**config.mk**
```make
export PLATFORM = sky130hd
export DESIGN_NAME = ddc_multi_config_ctl
export DESIGN_NICKNAME = d
export VERILOG_FILES = /design/src/rtl/ddc_multi_config_ctl.sv
export SDC_FILE = /design/constraint.sdc
export NUM_CORES = 1
export LEC_CHECK = 0
export ABC_CLOCK_PERIOD_IN_PS = 3480
export CAP_MARGIN = 20
export CORE_MARGIN = 2
export CORE_UTILIZATION = 25
export CTS_BUF_LIST = sky130_fd_sc_hd__clkbuf_16
export CTS_CLUSTER_SIZE = 24
export DETAILED_ROUTE_END_ITERATION = 8
export GPL_ROUTABILITY_DRIVEN = 0
export PLACE_DENSITY_LB_ADDON = 0.3
export REMOVE_ABC_BUFFERS = 1
export SKIP_LAST_GASP = 1
export SLEW_MARGIN = 10
export SYNTH_ARGS = -nofsm -noshare
export SYNTH_HDL_FRONTEND = slang
export SYNTH_SLANG_ARGS = --single-unit
```
**constraint.sdc**
```tcl
create_clock -name CLK -period 3.48 [get_ports CLK]
set_input_delay 0.348 -clock CLK [delete_from_list [all_inputs] [get_ports CLK]]
set_output_delay 0.348 -clock CLK [all_outputs]
set_load 0.1 [all_outputs]
```
**src/rtl/ddc_multi_config_ctl.sv**
```systemverilog
// Multi-channel DDC configuration controller.
// Routes one valid-qualified config word stream to the mixer and filter
// chain of one selected DDC channel (or all channels in broadcast), counts
// segment lengths, gathers per-channel done flags and reports completion,
// bad-select or timeout to the register side.
//
// Stream handshake: Data_Config_Valid qualifies Data_Config_In for exactly
// one cycle; there is no ready, so every valid word seen in MIXER or DDCF is
// consumed immediately, and valid words seen in IDLE or WAIT_DONE are dropped.
module ddc_multi_config_ctl #(
    parameter int CONFIG_WIDTH = 32,
    parameter int NUM_CH       = 4,
    parameter int CH_SEL_W     = 2,
    parameter int MIXER_WORDS  = 2,
    parameter int FILTER_WORDS = 1216,
    parameter int CNT_W        = 12,
    parameter int TIMEOUT_CYC  = 4096
) (
    input  logic                    CLK,
    input  logic                    nRST,
    input  logic                    isConfig,
    input  logic [CH_SEL_W-1:0]     Config_Ch_Sel,
    input  logic                    Config_Broadcast,
    input  logic                    Data_Config_Valid,
    input  logic [CONFIG_WIDTH-1:0] Data_Config_In,
    output logic                    isConfigACK,
    output logic                    isConfigDone,
    output logic                    isConfigErr,
    output logic [CNT_W-1:0]        Word_Cnt,
    output logic [NUM_CH-1:0]       isConfig_MIXER,
    output logic [CONFIG_WIDTH-1:0] Data_Config_Out_MIXER,
    input  logic [NUM_CH-1:0]       isConfigDone_MIXER,
    output logic [NUM_CH-1:0]       isConfig_DDCF,
    output logic [CONFIG_WIDTH-1:0] Data_Config_Out_DDCF,
    input  logic [NUM_CH-1:0]       isConfigDone_DDCF,
    output logic [1:0]              dbgState
);

    localparam int TMR_W = $clog2(TIMEOUT_CYC);

    typedef enum logic [1:0] {
        IDLE      = 2'd0,
        MIXER     = 2'd1,
        DDCF      = 2'd2,
        WAIT_DONE = 2'd3
    } state_t;

    state_t            state;
    logic [NUM_CH-1:0] targetMask;
    logic [NUM_CH-1:0] doneSticky;
    logic [TMR_W-1:0]  waitTimer;

    logic [NUM_CH-1:0] bothDone;
    logic [NUM_CH-1:0] stickyNext;
    logic [NUM_CH-1:0] startMask;
    logic [31:0]       selWide;
    logic              selBad;

    // Start-request decode and running done collection.
    always_comb begin
        bothDone   = isConfigDone_MIXER & isConfigDone_DDCF;
        stickyNext = doneSticky | bothDone;
        selWide    = {{(32-CH_SEL_W){1'b0}}, Config_Ch_Sel};
        selBad     = !Config_Broadcast && (selWide >= NUM_CH);
        startMask  = Config_Broadcast ? {NUM_CH{1'b1}}
                                      : (NUM_CH'(1) << Config_Ch_Sel);
    end

    // Configuration sequencer: start, word routing, done/timeout wait.
    always_ff @(posedge CLK or negedge nRST) begin
        if (!nRST) begin
            state                 <= IDLE;
            targetMask            <= '0;
            doneSticky            <= '0;
            waitTimer             <= '0;
            Word_Cnt              <= '0;
            isConfigACK           <= 1'b0;
            isConfigDone          <= 1'b0;
            isConfigErr           <= 1'b0;
            isConfig_MIXER        <= '0;
            Data_Config_Out_MIXER <= '0;
            isConfig_DDCF         <= '0;
            Data_Config_Out_DDCF  <= '0;
        end else begin
            // Pulses and strobes are single-cycle unless re-asserted below.
            isConfigDone   <= 1'b0;
            isConfigErr    <= 1'b0;
            isConfig_MIXER <= '0;
            isConfig_DDCF  <= '0;
            case (state)
                IDLE: begin
                    if (isConfig) begin
                        if (selBad) begin
                            isConfigErr <= 1'b1;
                        end else begin
                            targetMask  <= startMask;
                            doneSticky  <= '0;
                            Word_Cnt    <= '0;
                            waitTimer   <= '0;
                            isConfigACK <= 1'b1;
                            state       <= MIXER;
                        end
                    end
                end
                MIXER: begin
                    doneSticky <= stickyNext;
                    if (Data_Config_Valid) begin
                        Data_Config_Out_MIXER <= Data_Config_In;
                        isConfig_MIXER        <= targetMask;
                        if (Word_Cnt == CNT_W'(MIXER_WORDS - 1)) begin
                            Word_Cnt <= '0;
                            state    <= DDCF;
                        end else begin
                            Word_Cnt <= Word_Cnt + CNT_W'(1);
                        end
                    end
                end
                DDCF: begin
                    doneSticky <= stickyNext;
                    if (Data_Config_Valid) begin
                        Data_Config_Out_DDCF <= Data_Config_In;
                        isConfig_DDCF        <= targetMask;
                        if (Word_Cnt == CNT_W'(FILTER_WORDS - 1)) begin
                            Word_Cnt  <= '0;
                            waitTimer <= '0;
                            state     <= WAIT_DONE;
                        end else begin
                            Word_Cnt <= Word_Cnt + CNT_W'(1);
                        end
                    end
                end
                WAIT_DONE: begin
                    doneSticky <= stickyNext;
                    // Completion is checked before the timer so a tie reports Done.
                    if ((stickyNext & targetMask) == targetMask) begin
                        isConfigDone <= 1'b1;
                        isConfigACK  <= 1'b0;
                        state        <= IDLE;
                    end else if (waitTimer == TMR_W'(TIMEOUT_CYC - 1)) begin
                        isConfigErr <= 1'b1;
                        isConfigACK <= 1'b0;
                        state       <= IDLE;
                    end else begin
                        waitTimer <= waitTimer + TMR_W'(1);
                    end
                end
                default: begin
                    isConfigACK <= 1'b0;
                    state       <= IDLE;
                end
            endcase
        end
    end

    assign dbgState = state;

endmodule

```
==> Word level (Yosys, flattened, before mapping) <==
Index checks and enable logic that the tools add are counted.
Widths: inputs -> output; s select.
{ "word_totals": {"ff_bits": 109, "in_bits": 47, "output_inout_bits": 89, "elab_cells": 79} }
{ "op_classes": {"add_sub_neg": 2, "eq_ne": 15, "shifts": 1, "n_mux": 34, "bitwise_logic": 3, "reduce_logical": 12} }
{ "ops": {"columns": ["op", "n"], "rows": [
  ["$mux 12", 9],
  ["$pmux 12 s3", 2],
  ["$add 12x1->12 const B", 2],
  ["$mux 4", 5],
  ["$mux 2", 7],
  ["$ne 2x2->1 const B", 7],
  ["$eq 12x1->1 const B", 1],
  ["$eq 12x11->1 const B", 1],
  ["$eq 12x12->1 const B", 1],
  ["$reduce_and 6->1", 2],
  ["$and 4x4->4", 2],
  ["$mux 1", 8],
  ["$pmux 2 s4", 1],
  ["$pmux 4 s2", 1],
  ["$reduce_and 2->1", 3],
  ["$reduce_bool 3->1", 2],
  ["$eq 2x2->1 const B", 2],
  ["$eq 4x4->1", 1],
  ["$or 4x4->4", 1],
  ["$reduce_and 4->1", 1],
  ["$shl 1x2->4 const A", 1],
  ["$ne 3x3->1 const B", 1],
  ["$reduce_and 3->1", 1],
  ["$reduce_or 3->1", 1],
  ["other kinds (4)", 4]
]} }

==> Depth between registers and ports, before layout <==
Gate-level depths: netlist of the first run.
{ "logic_depth": {"depth_word": 6, "ltp_mapped": 9, "mapped_depth_nobuf": 7} }

==> Worst setup path after synthesis of the first run <==
No wires, ideal clock.
{ "synth_path": {"path_type": "register to register", "start": "register Word_Cnt[0]", "end": "register state[1], in the netlist dbgState[1]", "setup_time_ns": 0.128, "arrival_time_ns": 2.718, "required_time_ns": 3.352, "path_slack_ns": 0.633, "stages_incl_launch_ff": 7, "path_buffers": 0, "synth_period_minus_slack_ns": 2.847, "path_cell_list": "dfrtp_1 -> ha_1 -> or4b_2 -> o31a_1 -> nor3_2 -> a21boi_2 -> mux2_1"} }
{ "synth_via": {"elab_chain_len": 3, "elab_cells_between_ends": 5, "classes_between": "eq/ne (4); reduce/logical (1)"} }
{ "synth_lines": {"columns": ["item", "line", "source"], "rows": [
  ["start, declared", "29", "output logic [CNT_W-1:0] Word_Cnt,"],
  ["start signal, assigned", "114", "Word_Cnt <= Word_Cnt + CNT_W'(1);"],
  ["start signal, assigned", "128", "Word_Cnt <= Word_Cnt + CNT_W'(1);"],
  ["$eq 12x1->1 / $eq 12x11->1 (equally long branches)", "110, 123", null],
  ["$ne 2x2->1 (no line)", null, null],
  ["$reduce_and 6->1 (no line) (*)", null, null],
  ["end signal, assigned", "101", "state <= MIXER;"],
  ["end signal, assigned", "112", "state <= DDCF;"],
  ["end signal, assigned", "126", "state <= WAIT_DONE;"],
  ["end, declared", "48", "state_t state;"]
]} }
Every way passes the cells marked *; elsewhere a longest branch is shown, timed or not.
A chain may end at the register's enable or synchronous reset.

==> Worst setup path in the final report of the first run <==
{ "layout_path": {"start": "register Word_Cnt[4]", "end": "output Word_Cnt[4]"} }
No word-level cell between the ends.

==> qor.yml, run 1 <==
maxSlewViolCount: 0
finalSetupViolCount: 0
hold_viol: 0
critPathMaxFanout: 7
drive_above_1_share: 0.184
period_minus_slack_ns: 2.38
antenna_found_initial: 0
track_usage: 0.121
clock_sinks: 109
clock-root-buffer: "clkbuf_16"
gr-usage-met1: 0.151
grt_start_max_net_pins: 58
max_slew_margin: 0.319
ant_nets: 0
fmax_mhz: 420
yosysTopAreaCell: "dfrtp_1"
clk_path_buf_depth: 2
first_global_vias: 3578
post_cts_resized: 0
wl_per_cell_microns: 15.8
tightest_slew_ns: 1.02
cts_setup_buffers: 0
via_per_inst: 4.67
critical_path_required_ns: 3.13
cts_hold_buf: 0
gr-total-overflow: 0
via_count: 3546
min_period_over_period: 0.684
grt_use_met2: 0.197
synth_cell_types: 52
grt_pass1_wl_mm: 19.1
synth_cells: 385
dp_hpwl_mm: 8.69
crit_buf_inv: 1
fin_setup_tns_ns: 0
syn_area_per_cell_sq_um: 12.3
post_synth_instance_area_sq_um: 4730
synth_area_leaders: "dfrtp_1, mux2_2, nand2_1, ha_1, and3_1"
clkLatencyLatePin_ns: 0.36
cts_tree: "yes"
yosys_warnings: 0
area_growth_pct: 40.9
grt_busiest_layer: "met2"
skew_ns: 0.00832
first_pass_iters: 4
rows: 50
rsz0062_at_grt: "false"
ff2ff_setup_slack_ns: 1.13
dieArea_sq_um: 20000
initial_core_util: 0.254
drt-total-wl_mm: 12.0
drc: 0
die-height_microns: 142
synth_ff_type: "dfrtp_1"
core_area_sq_um: 18600
worstHoldPathType: "in -> async"
htree_levels: 3
clk_pin_slew_ns: 0.08
ys_async_sr_fraction: 1.00
met3_usage: 0.0364
netlist.area_leader.share: 0.577
slowest_stage: "clkdlybuf4s50_1"
cp.arrival_ns: 2.03
drt_iter0_markers: 150
max_stage_delay_ns: 1.19
nNetsFinal: 575
synth_enable_flop_cells: 0
start_kind: "register"
status: "finished, final reports clean"
yosysSeqAreaShare: 0.577
die_x_microns: 142
worstPathCellList: "clkdlybuf4s50_1"
n_antenna_cell: 0
ys_seq_elements: 109
ios: 136
critPathTopFamily: "buffers and inverters"
cts_buffers: 9
end_kind: "primary output"
io_buffers: 135
max_cap_violations: 0
critPathKind: "reg -> out"
fillCellCount: 1818
[synthesized netlist by cell type (2+ instances only)]
cell	number
dfrtp_1	109
mux2_2	65
nand2_1	37
nor2_1	16
and3_1	12
inv_1	12
o21ai_0	11
a21oi_1	10
nand3_1	9
nand4_1	8
ha_1	7
o211ai_1	7
buf_1	6
clkbuf_1	6
a21o_1	5
o22ai_1	5
and2_1	4
nand2b_1	4
nor3_1	4
xor2_1	4
a31oi_1	3
and4_1	3
a22o_1	2
buf_2	2
mux2i_1	2
nand3b_1	2
o311ai_1	2
or2_2	2
or3_1	2
xnor2_1	2
[cell type report]
class | instances | area, sq um | area share
clock buffer | 9 | 225 | 0.0338
clock inverter | 7 | 81.3 | 0.0122
inverter | 13 | 48.8 | 0.00732
multi-input combinational | 249 | 1900 | 0.285
sequential | 109 | 2730 | 0.409
tap | 234 | 293 | 0.0439
timing repair buffer | 139 | 1390 | 0.209
[flip-flops by register name, summed over array words and instances, names as in the netlist]
register               flops
Data_Config_Out_DDCF      32
isConfig_DDCF              4
isConfigACK                1
waitTimer                 12
isConfig_MIXER             4
dbgState                   2
doneSticky                 4
isConfigDone               1
Word_Cnt                  12
targetMask                 4
Data_Config_Out_MIXER     32
isConfigErr                1
[through the flow]
step | instance area [sq um] | setup WS, ns | hold slack [ns] | utilization | cells
2_1_floorplan | 4670 | 0.633 | 0.0524 | - | 371
6_report | 6660 | 1.10 | 0.0244 | 0.357 | 760
4_1_cts | 6660 | 1.09 | 0.0538 | 0.357 | 760
3_3_place_gp | 6360 | 1.21 | 0.432 | 0.341 | 744
3_5_place_dp | 6360 | 1.17 | 0.445 | 0.341 | 744
5_1_grt | 6660 | 0.958 | 0.0770 | 0.357 | 760
[cells by family after synthesis]
logic type               count (synthesis)  synth area share
AO/OA/AOI/OAI                           58            0.0897
XOR/XNOR                                 6            0.0111
multiplexers                            68             0.161
flip-flops                             109             0.577
AND/OR/NAND/NOR                        110             0.120
buffers and inverters                   27            0.0220
adder cells (fa/ha/maj)                  7            0.0185
[worst paths after layout]
| kind | cells after the start | endpoint | startpoint |
|---|---|---|---|
| worst max-delay path | 1 | Word_Cnt[4] | Word_Cnt[4] |
| worst min-delay path | 1 | Data_Config_Out_DDCF[16] | nRST |
| worst max register to register | 7 | Word_Cnt[8] | Word_Cnt[1] |
| worst min register to register | 1 | waitTimer[11] | waitTimer[11] |
| max in group asynchronous | 2 | Word_Cnt[11] | nRST |
| min in group CLK | 1 | waitTimer[11] | waitTimer[11] |
[layer usage]
layer / wire length (microns) / part of all wire
met1: 5320 / 0.44
met2: 5610 / 0.47
met3: 829 / 0.069
met4: 259 / 0.022
met5: 0 / 0
[cell usage in the layout, fill, tap and decap left out, types with 9 or more instances in the layout]
cell type          n
nor2_1            16
mux2_2            65
o21ai_0           11
inv_1             12
dfrtp_1          109
clkbuf_16          9
and3_1            12
a21oi_1           10
nand2_1           37
nand3_1            9
clkdlybuf4s50_1  134
Power of run 1 is left out: the tool's default activity adds up to more than one toggle a clock period on the data nets, which glitch-free logic cannot reach.
==> run 2, diff against run 1 <==
--- a/config.mk
+++ b/config.mk
@@ -5,7 +5,7 @@
 export SDC_FILE = /design/constraint.sdc
 export NUM_CORES = 1
 export LEC_CHECK = 0
-export ABC_CLOCK_PERIOD_IN_PS = 3480
+export ABC_CLOCK_PERIOD_IN_PS = 2380
 export CAP_MARGIN = 20
 export CORE_MARGIN = 2
 export CORE_UTILIZATION = 25
==> constraint.sdc (replaced) <==
create_clock -name CLK -period 2.38 [get_ports CLK]
set_input_delay 0.238 -clock CLK [delete_from_list [all_inputs] [get_ports CLK]]
set_output_delay 0.238 -clock CLK [all_outputs]
set_load 0.1 [all_outputs]
==> run 2 against run 1 <==
Against the previous run:
- setup slack worse by 0.98 ns
- routed wire length down 0.65%
- worst hold slack better by 0.23 ns
- core utilization down 0.58 points
- cell area down 1.6%
- highest routed layer unchanged
- register-to-register slack worse by 1.0 ns
- sequential cell count unchanged
- critical path depth up 4
- global-route usage down 0.19 points
- clock skew up 0.0014 ns
- first-iteration DRC count up 35%
- count of clock-buffer cells in the layout unchanged
==> qor.yml, run 2 (synthesized netlist as in run 1, its figures left out) <==
final_area_sq_um: 6560  # -1.6%
fin_cells: 777  # +2.2%
ff_latch_area_sq_um: 2730  # unchanged
initial_core_util: 0.254  # unchanged
startpoint: "Word_Cnt[6]"
min_period_over_period: 0.951
cts_tree: "yes"
cts_buffers: 9  # unchanged
drt_iter0_markers: 203  # +35%
rsz0062_at_grt: "false"
clk_path_buf_depth: 2  # unchanged
gr-total-overflow: 0  # unchanged
max_slew_margin: 0.652  # +0.333
max_cap_violations: 0  # unchanged
fmax_mhz: 442
maxSlewViolCount: 0  # unchanged
antenna_found_initial: 0  # unchanged
clock-root-buffer: "clkbuf_16"
core_area_sq_um: 18600  # unchanged
dpl_cell_area_sq_um: 6280  # -1.2%
first_global_vias: 3631  # +1.5%
period_minus_slack_ns: 2.26
ant_nets: 0  # unchanged
critical_path_required_ns: 2.61  # -0.52 ns
grt_pass1_wl_mm: 18.9  # -1.4%
worstHoldPathType: "in -> async"
via_per_inst: 4.57  # -2.0%
clk_pin_slew_ns: 0.07  # about the same
top_regs: "Data_Config_Out_DDCF x32, Data_Config_Out_MIXER x32"
clkLatencyLatePin_ns: 0.35  # about the same
area_growth_pct: 38.7
n_antenna_cell: 0  # unchanged
status: "finished, final reports clean"
wl_per_cell_microns: 15.4  # -2.8%
cts_setup_buffers: 0  # unchanged
ios: 136  # unchanged
drive_above_1_share: 0.366  # +0.182
grt_start_max_net_pins: 70  # +21%
htree_levels: 3  # unchanged
first_pass_iters: 4  # unchanged
multi_input_area_sq_um: 1900  # unchanged
setup_ws_ns: 0.117  # -0.982 ns
critPathKind: "reg -> reg"
dp_hpwl_mm: 8.91  # +2.5%
clock_sinks: 109  # unchanged
place_inst: 760  # +2.2%
finalSetupViolCount: 0  # unchanged
nNetsFinal: 592  # +3.0%
r2r_start: "Word_Cnt[6]"
drc: 0  # unchanged
drt-total-wl_mm: 11.9  # -0.65%
final_common_cell: "dfrtp_1"
rows: 50  # unchanged
hold_viol: 0  # unchanged
tightest_slew_ns: 0.523  # -0.496 ns
io_buffers: 135  # unchanged
critPathMaxFanout: 3  # -4
fillCellCount: 1844  # +1.4%
most-common-layout-cells: "dfrtp_1, buf_4, mux2_2"
via_count: 3553  # +0.20%
start_kind: "register"
place_worst_setup_slack_ns: 0.128  # -1.04 ns
end_kind: "register"
die_x_microns: 142  # unchanged
dieArea_sq_um: 20000  # unchanged
die-height_microns: 142  # unchanged
track_usage: 0.120  # -0.00189
cp.arrival_ns: 2.49  # +0.46 ns
skew_ns: 0.00976  # +0.00144 ns
-- run 2: changes by cell type in the layout (fill, tap and decap cells not counted) --
cell,delta
inv_8,-1
clkinvlp_4,+1
clkinv_1,+2
and2_1,+1
dlygate4sd3_1,+1
clkinv_4,-1
and2_0,-1
bufinv_16,-1
inv_1,+1
buf_4,+103
clkdlybuf4s50_1,-89
inv_6,-1
buf_12,+2
-- run 2: timing repair --
action	in CTS	in global routing
resized for setup	0	1
hold endpoints to repair	7	0
endpoints found under the setup margin	0	6
hold buffers	1	0
-- run 2: layout make-up --
type | instances | area share
inverter | 13 | 0.00744
multi-input combinational | 249 | 0.289
sequential | 109 | 0.416
clock inverter | 7 | 0.00630
clock buffer | 9 | 0.0344
tap | 234 | 0.0447
timing repair buffer | 156 | 0.202
-- run 2: final timing paths --
check | end | slack [ns] | cells after the start
setup / recovery | dbgState[1] | 0.12 | 5
hold / removal | Data_Config_Out_DDCF[13] | 0.25 | 2
setup reg to reg | dbgState[1] | 0.12 | 5
hold reg to reg | waitTimer[0] | 0.51 | 1
max in group asynchronous | waitTimer[5] | 1.47 | 3
min in group CLK | waitTimer[0] | 0.51 | 1
-- run 2: critical path, stage by stage (launching register included) --
cell and delay (ns):
dfrtp_1 0.38, or4_4 0.56, o41a_1 0.46, nor3_2 0.18, a21boi_2 0.22, mux2_1 0.34
-- run 2: layer usage --
| layer | part of all wire | global-route usage | up-vias |
|---|---|---|---|
| met5 | 0 | 0 | - |
| met4 | 0.034 | 0.0637 | 0 |
| met3 | 0.057 | 0.0243 | 24 |
| met2 | 0.47 | 0.199 | 129 |
| met1 | 0.44 | 0.146 | 1715 |
| li1 | - | - | 1685 |
-- run 2: per-stage QoR --
step / TNS (ns) / hold slack (ns) / utilization
final: 0 / 0.251 / 0.352
after global routing: 0 / 0.246 / 0.352
after CTS: 0 / 0.240 / 0.352
after detailed placement: 0 / 0.0733 / 0.337
after global placement: 0 / 0.0722 / 0.337
after floorplan: -24.06 / -0.0576 / -
Power of run 2 is left out for the same reason.
==> run 3, diff against run 2 <==
--- a/config.mk
+++ b/config.mk
@@ -15,6 +15,7 @@
 export GPL_ROUTABILITY_DRIVEN = 0
 export PLACE_DENSITY_LB_ADDON = 0.3
 export REMOVE_ABC_BUFFERS = 1
+export SKIP_CTS_REPAIR_TIMING = 1
 export SKIP_LAST_GASP = 1
 export SLEW_MARGIN = 10
 export SYNTH_ARGS = -nofsm -noshare
==> results of run 3 <==
The final DEF is identical to that of run 2; final timing and power are the same.
Power of run 3 is left out for the same reason.
==> patch 1: new RTL, flow settings as in run 3 <==
The parameter `TIMEOUT_CYC` goes from 4096 to 2048.
--- a/src/rtl/ddc_multi_config_ctl.sv
+++ b/src/rtl/ddc_multi_config_ctl.sv
@@ -16,3 +16,3 @@
     parameter int CNT_W        = 12,
-    parameter int TIMEOUT_CYC  = 4096
+    parameter int TIMEOUT_CYC  = 2048
 ) (
Behaviour: same outputs for any inputs over 4 cycles, from zero or initial values and one cycle with nRST low; that may be too few to reach the edited logic, so the function may still have changed.
==> patch 1 against run 3 <==
- count of clock-buffer cells in the layout is the same
- final area shrank 1.4%
- sequential cell count shrank 1
- worst hold slack gained 0.12 ns
- setup slack gained 0.031 ns
- routed wire length shrank 1.8%
- first-iteration DRC count shrank 48%
- cell count shrank 2.6%
- area after synthesis shrank 3.0%
- largest cell class unchanged
Power is not shown: default switching activity piles up to over one toggle a cycle in this logic, so the estimate is an artifact.
==> patch 1: results (changes against run 3) <==
Worst r2r path cells: 6 (+1)
Placed cell count: 740 (-2.6%)
Synth Area in Adders: 1.91% (+0.057 points)
Flop2flop setup slack: 0.15 ns (+0.03 ns)
Cell area after layout: 6460 um2 (-1.4%)
Share of final-layout standard cells stronger than drive strength 1: 37.9% (+1.2 points)
Outcome: completed
Avg Cell Area, Syn: 12.5 um2 (+1.8%)
Area fraction in compound gates after synthesis: 6.58% (-2.4 points)
Drt total wl: 11700 um (-1.8%)
Initial detailed-routing violation count: 105 (-48%)
Area of placed instances: 6140 um2 (-2.1%)
Mux cell area share after synthesis: 16.4% (+0.25 points)
Proportion of synthesized chip area in sequential cells: 58.9% (+1.2 points)
Via count of the routed design: 3495 (-1.6%)
Drt via density: 4.62 (+0.97%)
All-Layer GR Usage: 12.1% (+0.16 points)
Detailed placer's ending HPWL: 8570 um (-3.8%)
Startpoint of the lowest-slack register-to-register path: Word_Cnt[6]
Worst slack at placement: 0.132 ns (+0.00318 ns)
Worst slew margin relative to its limit: 61.1% (-4.0 points)
Final critical-path share of the clock period: 93.8% (-1.3 points)
Post-synth top cells: dfrtp_1, mux2_2, nand2_1, nand3_1, inv_1
Wire length of the first global-routing pass: 18700 um (-1.1%)
Net count of the finished layout: 577 (-2.5%)
Fin Clk Skew: 0.00830 ns (-0.00146 ns)
Top area cells in the synthesized netlist: dfrtp_1, mux2_2, nand3_1
Post-synthesis share of cell area spent on xor and xnor gates: 1.72% (+0.61 points)
Count of cell types in the netlist: 45 (-13%)
Pin count of the biggest net entering global routing: 52 (-26%)
Layout filler cell count: 1758 (-4.7%)
End point of the critical path: waitTimer[2]
Largest registers: Data_Config_Out_DDCF x32, Data_Config_Out_MIXER x32, Word_Cnt x12
patch 1: worst min-delay path by stage:
stage                                      endpoint  slack, ns  cells past startpoint
final                      Data_Config_Out_DDCF[20]       0.37                      2
after global routing      Data_Config_Out_MIXER[20]       0.38                      2
after CTS                 Data_Config_Out_MIXER[20]      -0.18                      1
after detailed placement  Data_Config_Out_MIXER[20]       0.21                      1
after global placement      Data_Config_Out_DDCF[5]       0.20                      1
after floorplan             Data_Config_Out_DDCF[0]      -0.06                      0
patch 1: cell type report:
cell class	instances	share of cell area (%)
flip-flops and latches	108	41.8
multi-input cells	226	27.2
repair buffers	158	20.7
well taps	229	4.43
clock buffers	9	3.49
clock inverters	7	1.16
inverters	20	1.16
patch 1: metal layers:
metal  part of all wire, %  track usage, %  wire length [um]
met2                    47            19.7              5550
met5                     0               0                 0
met1                    44            15.5              5190
met3                   7.2            3.48               839
met4                   1.3            3.99               153
==> patch 2: new RTL, config.mk and constraints of run 3 <==
Made on the original files. Put one more register stage on the output `Word_Cnt`, with the module's reset. The value now appears one clock later. The other outputs are not delayed to match.
--- a/src/rtl/ddc_multi_config_ctl.sv
+++ b/src/rtl/ddc_multi_config_ctl.sv
@@ -47,2 +47,4 @@
 
+    logic [CNT_W-1:0] Word_Cnt_s0;
+
     state_t            state;
@@ -75,3 +77,3 @@
             waitTimer             <= '0;
-            Word_Cnt              <= '0;
+            Word_Cnt_s0           <= '0;
             isConfigACK           <= 1'b0;
@@ -97,3 +99,3 @@
                             doneSticky  <= '0;
-                            Word_Cnt    <= '0;
+                            Word_Cnt_s0 <= '0;
                             waitTimer   <= '0;
@@ -109,7 +111,7 @@
                         isConfig_MIXER        <= targetMask;
-                        if (Word_Cnt == CNT_W'(MIXER_WORDS - 1)) begin
-                            Word_Cnt <= '0;
+                        if (Word_Cnt_s0 == CNT_W'(MIXER_WORDS - 1)) begin
+                            Word_Cnt_s0 <= '0;
                             state    <= DDCF;
                         end else begin
-                            Word_Cnt <= Word_Cnt + CNT_W'(1);
+                            Word_Cnt_s0 <= Word_Cnt_s0 + CNT_W'(1);
                         end
@@ -122,4 +124,4 @@
                         isConfig_DDCF        <= targetMask;
-                        if (Word_Cnt == CNT_W'(FILTER_WORDS - 1)) begin
-                            Word_Cnt  <= '0;
+                        if (Word_Cnt_s0 == CNT_W'(FILTER_WORDS - 1)) begin
+                            Word_Cnt_s0 <= '0;
                             waitTimer <= '0;
@@ -127,3 +129,3 @@
                         end else begin
-                            Word_Cnt <= Word_Cnt + CNT_W'(1);
+                            Word_Cnt_s0 <= Word_Cnt_s0 + CNT_W'(1);
                         end
@@ -156,2 +158,10 @@
 
+    always_ff @(posedge CLK or negedge nRST) begin
+        if (!nRST) begin
+            Word_Cnt <= '0;
+        end else begin
+            Word_Cnt <= Word_Cnt_s0;
+        end
+    end
+
 endmodule
Function: changed (Yosys sat finds a counterexample within 4 cycles, from zero or initial values and one cycle with nRST low).
==> patch 2 against run 3 <==
- final area rose by 10%
- non-clock buffer count did not move
- critical path depth rose by 2
- routed wire length rose by 7.3%
- area after synthesis rose by 5.3%
- fmax barely moved
- setup slack barely moved
- sequential cell count rose by 12
Power is not shown: default switching activity piles up to over one toggle a cycle in this logic, so the estimate is an artifact.
==> patch 2: results (changes against run 3) <==
Outcome: completed
Post-synth top cells: dfrtp_1, mux2_2, nand2_1
Flop2flop setup slack: 0.12 ns (about the same)
Top area cells in the synthesized netlist: dfrtp_1, mux2_2, nand2_1
Critical path fanouts, max: 9 (+6)
Worst reg2reg endpoint: Word_Cnt_s0[6]
Largest registers: Data_Config_Out_DDCF x32, Data_Config_Out_MIXER x32
Count of cell types in the netlist: 42 (-19%)
Vias in the first global route: 3939 (+8.5%)
Fin Clk Skew: 0.00785 ns (-0.00191 ns)
Critical Path RT: 2.68 ns (+0.07 ns)
Detailed placer's ending HPWL: 9140 um (+2.6%)
Proportion of synthesized chip area in sequential cells: 60.8% (+3.1 points)
Count of port buffers added during placement: 135 (unchanged)
Pin count of the biggest net entering global routing: 53 (-24%)
Share of final-layout standard cells stronger than drive strength 1: 35.7% (-0.93 points)
All-Layer GR Usage: 12.6% (+0.70 points)
Number of buffers inserted during clock tree synthesis: 17 (+8)
Max incr delay on CP: 0.62 ns (+0.06 ns)
Pre-Repair DR Iteration Count: 4 (unchanged)
Startpoint of the lowest-slack register-to-register path: Word_Cnt_s0[1]
CTS clock-pin slew for the worst setup and hold paths: 0.06 ns
Initial detailed-routing violation count: 183 (-9.9%)
CTS HTree Levels: 4 (+1)
Via count of the routed design: 3774 (+6.2%)
Class of the tightest hold or removal check: in -> async
Worst slew margin relative to its limit: 53.6% (-12 points)
Top delay family on crit path: compound AO/OA/AOI/OAI gates
Clock latency on the worst-skew pair: 0.42 ns (+0.07 ns)
Net count of the finished layout: 615 (+3.9%)
Wire length of the first global-routing pass: 21000 um (+12%)
Worst Hold Slack: 0.423 ns (+0.172 ns)
Critical-path cell with the highest stage delay: or4b_2
Drt total wl: 12800 um (+7.3%)
Worst r2r path cells: 7 (+2)
## patch 2: cell count changes after synthesis, moves of 6 or more
cell,before,now
nand2_1,37,31
dfrtp_1,109,121
inv_1,12,20
o211ai_1,7,1
a31oi_1,3,15
o21ai_0,11,20
## patch 2: how the worst max path moves through the flow
stage	startpoint	end	cells after the start
2_1_floorplan	dbgState[1]	dbgState[0]	5
3_3_place_gp	Word_Cnt_s0[8]	waitTimer[2]	5
3_5_place_dp	Word_Cnt_s0[8]	waitTimer[8]	5
4_1_cts	Word_Cnt_s0[8]	waitTimer[8]	5
5_1_grt	Word_Cnt_s0[1]	Word_Cnt_s0[5]	7
6_report	Word_Cnt_s0[1]	Word_Cnt_s0[6]	7
## patch 2: cells by family after synthesis
logic type	synth area share, %
flip-flops	60.8
AND/OR/NAND/NOR	9.47
AO/OA/AOI/OAI	9.85
multiplexers	15.3
buffers and inverters	2.81
adder cells (fa/ha/maj)	1.76
## patch 2: stage by stage
stage	instance area [um2]	setup slack [ns]	std cells	TNS, ns
floorplan	4910	-0.318	386	-25.57
global placement	6590	0.127	806	0
detailed placement	6590	0.0635	806	0
CTS	7200	0.0606	838	0
global route	7210	0.0110	839	0
finish	7210	0.117	839	0
## patch 2: layout make-up
cell class	instances	area (um2)
Clock buffer	17	425
Clock inverter	15	191
Fill cell	1927	12300
Inverter	20	75.1
Multi-Input combinational cell	245	1810
Sequential cell	121	3030
Tap cell	265	332
Timing Repair Buffer	156	1350
## patch 2: routing by layer
layer,global-route usage (%),vias up,wire length (um)
li1,-,1774,-
met1,14.9,1853,5560
met2,20.2,133,6150
met3,5.06,14,849
met4,5.88,0,258
met5,0,-,0
